File: config.mk
export PLATFORM = sky130hd
export DESIGN_NAME = snake_direction_ctrl
export DESIGN_NICKNAME = d
export VERILOG_FILES = /design/src/rtl/snake_direction_ctrl_pkg.sv /design/src/rtl/snake_direction_ctrl_sample_confirm_counter.sv /design/src/rtl/snake_direction_ctrl.sv
export SDC_FILE = /design/constraint.sdc
export NUM_CORES = 1
export LEC_CHECK = 0
export ABC_AREA = 1
export BUFFER_PORTS_ARGS = -buffer_cell sky130_fd_sc_hd__buf_2
export CORE_UTILIZATION = 34
export DETAILED_ROUTE_END_ITERATION = 8
export PLACE_DENSITY = 0.62
export SYNTH_ARGS = -nofsm -noshare
export SYNTH_HDL_FRONTEND = slang
export SYNTH_SLANG_ARGS = --single-unit
File: constraint.sdc
create_clock -name clock -period 3 [get_ports clock]
set_input_delay 0.45 -clock clock [delete_from_list [all_inputs] [get_ports clock]]
set_output_delay 0.45 -clock clock [all_outputs]
set_load 0.005 [all_outputs]
File: src/rtl/snake_direction_ctrl_pkg.sv
// Shared codes for the snake direction path: heading, relative command and FSM state.
// The head-update mux and the wall-collision detector use the heading codes as well.
package snake_direction_ctrl_pkg;

    localparam logic [1:0] DIR_XP = 2'b00;
    localparam logic [1:0] DIR_YP = 2'b01;
    localparam logic [1:0] DIR_XN = 2'b10;
    localparam logic [1:0] DIR_YN = 2'b11;

    localparam int CNT_W = 4;

    typedef enum logic [1:0] {
        CMD_NONE  = 2'b00,
        CMD_LEFT  = 2'b01,
        CMD_RIGHT = 2'b10
    } cmd_t;

    typedef enum logic [2:0] {
        ST_IDLE    = 3'b000,
        ST_LISTEN  = 3'b001,
        ST_CONFIRM = 3'b010,
        ST_PENDING = 3'b011,
        ST_RELEASE = 3'b100
    } state_t;

    // Both flags high is ambiguous and is treated as no command.
    function automatic cmd_t decode_cmd(input logic esq, input logic dir);
        case ({esq, dir})
            2'b10:   return CMD_LEFT;
            2'b01:   return CMD_RIGHT;
            default: return CMD_NONE;
        endcase
    endfunction

    // Relative turns wrap modulo 4, so a 180-degree reversal cannot be produced.
    function automatic logic [1:0] apply_turn(input logic [1:0] cur, input cmd_t cmd);
        case (cmd)
            CMD_RIGHT: return cur + 2'd1;
            CMD_LEFT:  return cur - 2'd1;
            default:   return cur;
        endcase
    endfunction

endpackage

File: src/rtl/snake_direction_ctrl_sample_confirm_counter.sv
// Candidate command plus saturating match counter; flags the sample that completes
// CONFIRM_SAMPLES identical commands in a row.
module sample_confirm_counter
    import snake_direction_ctrl_pkg::*;
#(
    parameter int CONFIRM_SAMPLES = 3
) (
    input  logic clock,
    input  logic reset,
    input  logic clear,
    input  logic active,
    input  logic sample,
    input  cmd_t cmd,
    output logic confirmed
);

    logic [CNT_W-1:0] count;
    logic [CNT_W-1:0] match_count;
    cmd_t             candidate;
    logic             take;

    assign take = active && sample;

    always_comb begin
        match_count = CNT_W'(1);
        if (cmd == candidate && cmd != CMD_NONE)
            match_count = (count == {CNT_W{1'b1}}) ? count : count + CNT_W'(1);
    end

    assign confirmed = take && (cmd != CMD_NONE) && (match_count == CNT_W'(CONFIRM_SAMPLES));

    // Counter restarts after a confirmation so the next turn starts from scratch.
    always_ff @(posedge clock or posedge reset) begin
        if (reset) begin
            count     <= '0;
            candidate <= CMD_NONE;
        end else if (clear || (take && (cmd == CMD_NONE || confirmed))) begin
            count     <= '0;
            candidate <= CMD_NONE;
        end else if (take) begin
            count     <= match_count;
            candidate <= cmd;
        end
    end

endmodule

File: src/rtl/snake_direction_ctrl.sv
// Direction FSM for the snake: confirms a relative turn from the proximity flags,
// holds it pending and commits it to `direction` only on move_done.
module snake_direction_ctrl
    import snake_direction_ctrl_pkg::*;
#(
    parameter int         CONFIRM_SAMPLES = 3,
    parameter logic [1:0] DIR_INIT        = 2'b00
) (
    input  logic       clock,
    input  logic       reset,
    input  logic       enable,
    input  logic       load_default,
    input  logic       sample,
    input  logic       esq,
    input  logic       dir,
    input  logic       move_done,
    output logic [1:0] direction,
    output logic       turn_pending,
    output logic       turn_applied,
    output logic [2:0] db_state
);

    state_t state;
    cmd_t   cmd;
    cmd_t   pend_cmd;
    logic   confirmed;
    logic   counting;

    assign cmd      = decode_cmd(esq, dir);
    assign db_state = state;
    assign counting = enable && !load_default &&
                      (state == ST_LISTEN || state == ST_CONFIRM);

    sample_confirm_counter #(
        .CONFIRM_SAMPLES(CONFIRM_SAMPLES)
    ) u_confirm (
        .clock    (clock),
        .reset    (reset),
        .clear    (!counting),
        .active   (counting),
        .sample   (sample),
        .cmd      (cmd),
        .confirmed(confirmed)
    );

    always_ff @(posedge clock or posedge reset) begin
        if (reset) begin
            state        <= ST_IDLE;
            direction    <= DIR_INIT;
            pend_cmd     <= CMD_NONE;
            turn_pending <= 1'b0;
            turn_applied <= 1'b0;
        end else begin
            turn_applied <= 1'b0;
            if (load_default) begin
                direction    <= DIR_INIT;
                pend_cmd     <= CMD_NONE;
                turn_pending <= 1'b0;
                state        <= enable ? ST_LISTEN : ST_IDLE;
            end else if (!enable) begin
                pend_cmd     <= CMD_NONE;
                turn_pending <= 1'b0;
                state        <= ST_IDLE;
            end else begin
                case (state)
                    ST_IDLE: state <= ST_LISTEN;
                    ST_LISTEN, ST_CONFIRM: begin
                        if (confirmed) begin
                            pend_cmd     <= cmd;
                            turn_pending <= 1'b1;
                            state        <= ST_PENDING;
                        end else if (sample) begin
                            state <= (cmd == CMD_NONE) ? ST_LISTEN : ST_CONFIRM;
                        end
                    end
                    // move_done is the only way out; samples are ignored here.
                    ST_PENDING: begin
                        if (move_done) begin
                            direction    <= apply_turn(direction, pend_cmd);
                            turn_applied <= 1'b1;
                            pend_cmd     <= CMD_NONE;
                            turn_pending <= 1'b0;
                            state        <= ST_RELEASE;
                        end
                    end
                    ST_RELEASE: begin
                        if (sample && cmd == CMD_NONE)
                            state <= ST_LISTEN;
                    end
                    default: state <= ST_IDLE;
                endcase
            end
        end
    end

endmodule
==> run metrics <==
unrepaired setup endpoints after global routing=false; worst skew pair latency=0.28 ns; Pleak=0.000606 µW; post-detailed-routing wire length=approximately 1900 µm; Post-CTS Setup Bufs=0; top-count cell post-synth=nand2_1; number of nets in the layout=approximately 160; Place WS=just over 1 ns; Slew HR=0.588; drt initial violations=23; Avg Inst Size Synth=~7.1 µm²; layout cell share with drive strength beyond 1=0.164; Yosys top cell area share=0.391; wire per inst=10.3 µm; Core Footprint=between 0.002 and 0.003 mm²; Final WS setup=1.33 ns; top cells by count, synth=nand2_1 (45), inv_1 (25), dfrtp_1 (15); post-synthesis sequential area ratio=0.391; status=finished, final reports clean; FF-to-FF Start=u_confirm.count[0]; Post-Syn Area=roughly 960 µm²; Post-CTS Hold Buffers=0; CP startpoint kind=primary input; CTS tree=done; PwrDens=between 300 and 400 mW/mm²; PortBufs=14; gpl congestion=0.780; clock buffer depth=2; final cycle utilization of the critical path=0.557; Syn Inst Count=135; maximum fanout along the worst path=5; ys flop type=dfrtp_1; ranking of synthesized cells by area=dfrtp_1 (39%), nand2_1 (18%), inv_1 (9.8%), nand3_1 (5.2%), ha_1 (3.9%); Die X-Extent=55.1 µm; DR pass1 iterations=4; antenna viol nets, final=0; Required @ worst endpoint=3.18 ns; vias per cell=between 4 and 5; global route overflow=0; Hold Fails Final Rpt=0; Ports=15; CTS Buf Count=3; Mapped Nets=~150; EDFF count, synth=0; Setup CP Type=primary input to flip-flop; ant diodes=0; setup tns final=0 ns; most area-hungry cell type in the Yosys netlist=dfrtp_1; H-tree depth=1; synth warn=0; reg2reg end=pend_cmd[1]; final non-filler cell area=~0.0011 mm²; Worst Path Arrival=~1.9 ns; Worst Skew=roughly 0.0024 ns; overall power=about 380 µW; Setup crit start=esq; r2r setup slk=about 1.3 ns; Hold Path Class=primary input to async pin; placed cell areas=0.00106 mm²; PostCTS Resize Cnt=0; clock transition at the registers of the reported paths=0.08 ns; chip height=55.1 µm; Synth async-reset ratio=1.00; worst vdd ir=0.215 mV; Register-to-Register Path Depth=11; Setup crit end kind=flip-flop; Max Slew Vio Count=0; Clock Sinks=15; Netlist cell types=20; die area=between 0.003 and 0.004 mm²; first-pass GRT wire length=around 3000 µm; total global-route track usage=0.145; num rows=18; Initial Util=0.374; DRC viols=0; initial antenna violation count=0; area grow syn2layout=13.4%; endpoints failing setup=0; fill cell count=288; f_max=~600 MHz; Root Driver=clkbuf_4; DP HPWL=between 1000 and 1500 µm; total number of vias=between 800 and 900; Max-Cap Viols=0; Worst Max-Slew Pin Slew=between 0.6 and 0.7 ns; largest net degree at the start of global routing=16; FF+latch count, synth=15; minimum clock period=roughly 1.7 ns; vias in the first global route=roughly 750; crit path to=pend_cmd[1]
## routing by layer
layer  share of wire  GRT usage  up-vias
met3           0.038     0.0574        2
met4          0.0053     0.0500        0
met2            0.45      0.217       16
met5               0          0        -
li1                -          -      452
met1            0.50      0.190      386
## stage by stage
stage               std cells  utilization  hold WS [ns]
global route              182        0.424         0.257
global placement          178        0.414         0.481
finish                    182        0.424         0.227
CTS                       182        0.424         0.220
floorplan                 135            -         0.351
detailed placement        178        0.414         0.463
## flip-flops by register name (all words and copies together), names as in the netlist
register / count
direction: 2
turn_applied: 1
u_confirm.count: 4
u_confirm.candidate: 2
turn_pending: 1
pend_cmd: 2
db_state: 3
## area by class of cell
cell class,instances,area (µm²),area share
multi-input cells,93,482,0.443
repair buffers,14,70.1,0.0644
well taps,30,37.5,0.0345
flip-flops and latches,15,375,0.345
inverters,26,97.6,0.0897
clock buffers,4,26.3,0.0241
## power breakdown
| part | switching [µW] | internal (µW) | total [µW] | leakage (µW) |
|---|---|---|---|---|
| sequential | 2.85 | 205 | 208 | 0.000207 |
| clock | 62.9 | 51.6 | 115 | 0.0000150 |
| combinational | 36.6 | 18.8 | 55.3 | 0.000384 |
## critical path, cell delays in order
cell and delay, ns:
buf_2 0.09, inv_1 0.04, ha_1 0.28, inv_1 0.15
nand3_1 0.09, nor2_1 0.21, nand3_1 0.10, inv_1 0.08
nand2_2 0.09, nand2_2 0.07, nand3_2 0.07, nand2_1 0.07
nand2_1 0.05
## worst min path at each step
stage,from,end,slack [ns],cells past startpoint
floorplan,reset,db_state[0],0.35,1
global placement,turn_pending,turn_pending,0.48,2
detailed placement,turn_pending,turn_pending,0.46,2
CTS,reset,u_confirm.candidate[0],0.22,2
global route,reset,u_confirm.candidate[0],0.26,2
finish,reset,u_confirm.candidate[0],0.23,2
## cells by family (layout without fill, tap and decap cells)
logic type	count (synthesis)	count (layout)	synth area share
adders and majority gates	3	3	0.0391
buffers and inverters	27	44	0.107
DFF	15	15	0.391
xor gates and xnor gates	4	4	0.0365
and+or+nand+nor	74	74	0.353
AOI/OAI and AO/OA	12	12	0.0730
## placed cells by master, fill, tap and decap left out, types with 2 or more instances in the layout
master / instances
nand2_1: 45
inv_1: 25
dfrtp_1: 15
buf_2: 14
nand3_1: 10
nor2_1: 10
o22ai_1: 5
o21ai_0: 4
nand3_2: 3
xnor2_1: 3
ha_1: 3
clkbuf_4: 3
o21ai_1: 2
nand2_2: 2
Note: power is estimated with default switching activity, not from simulation.
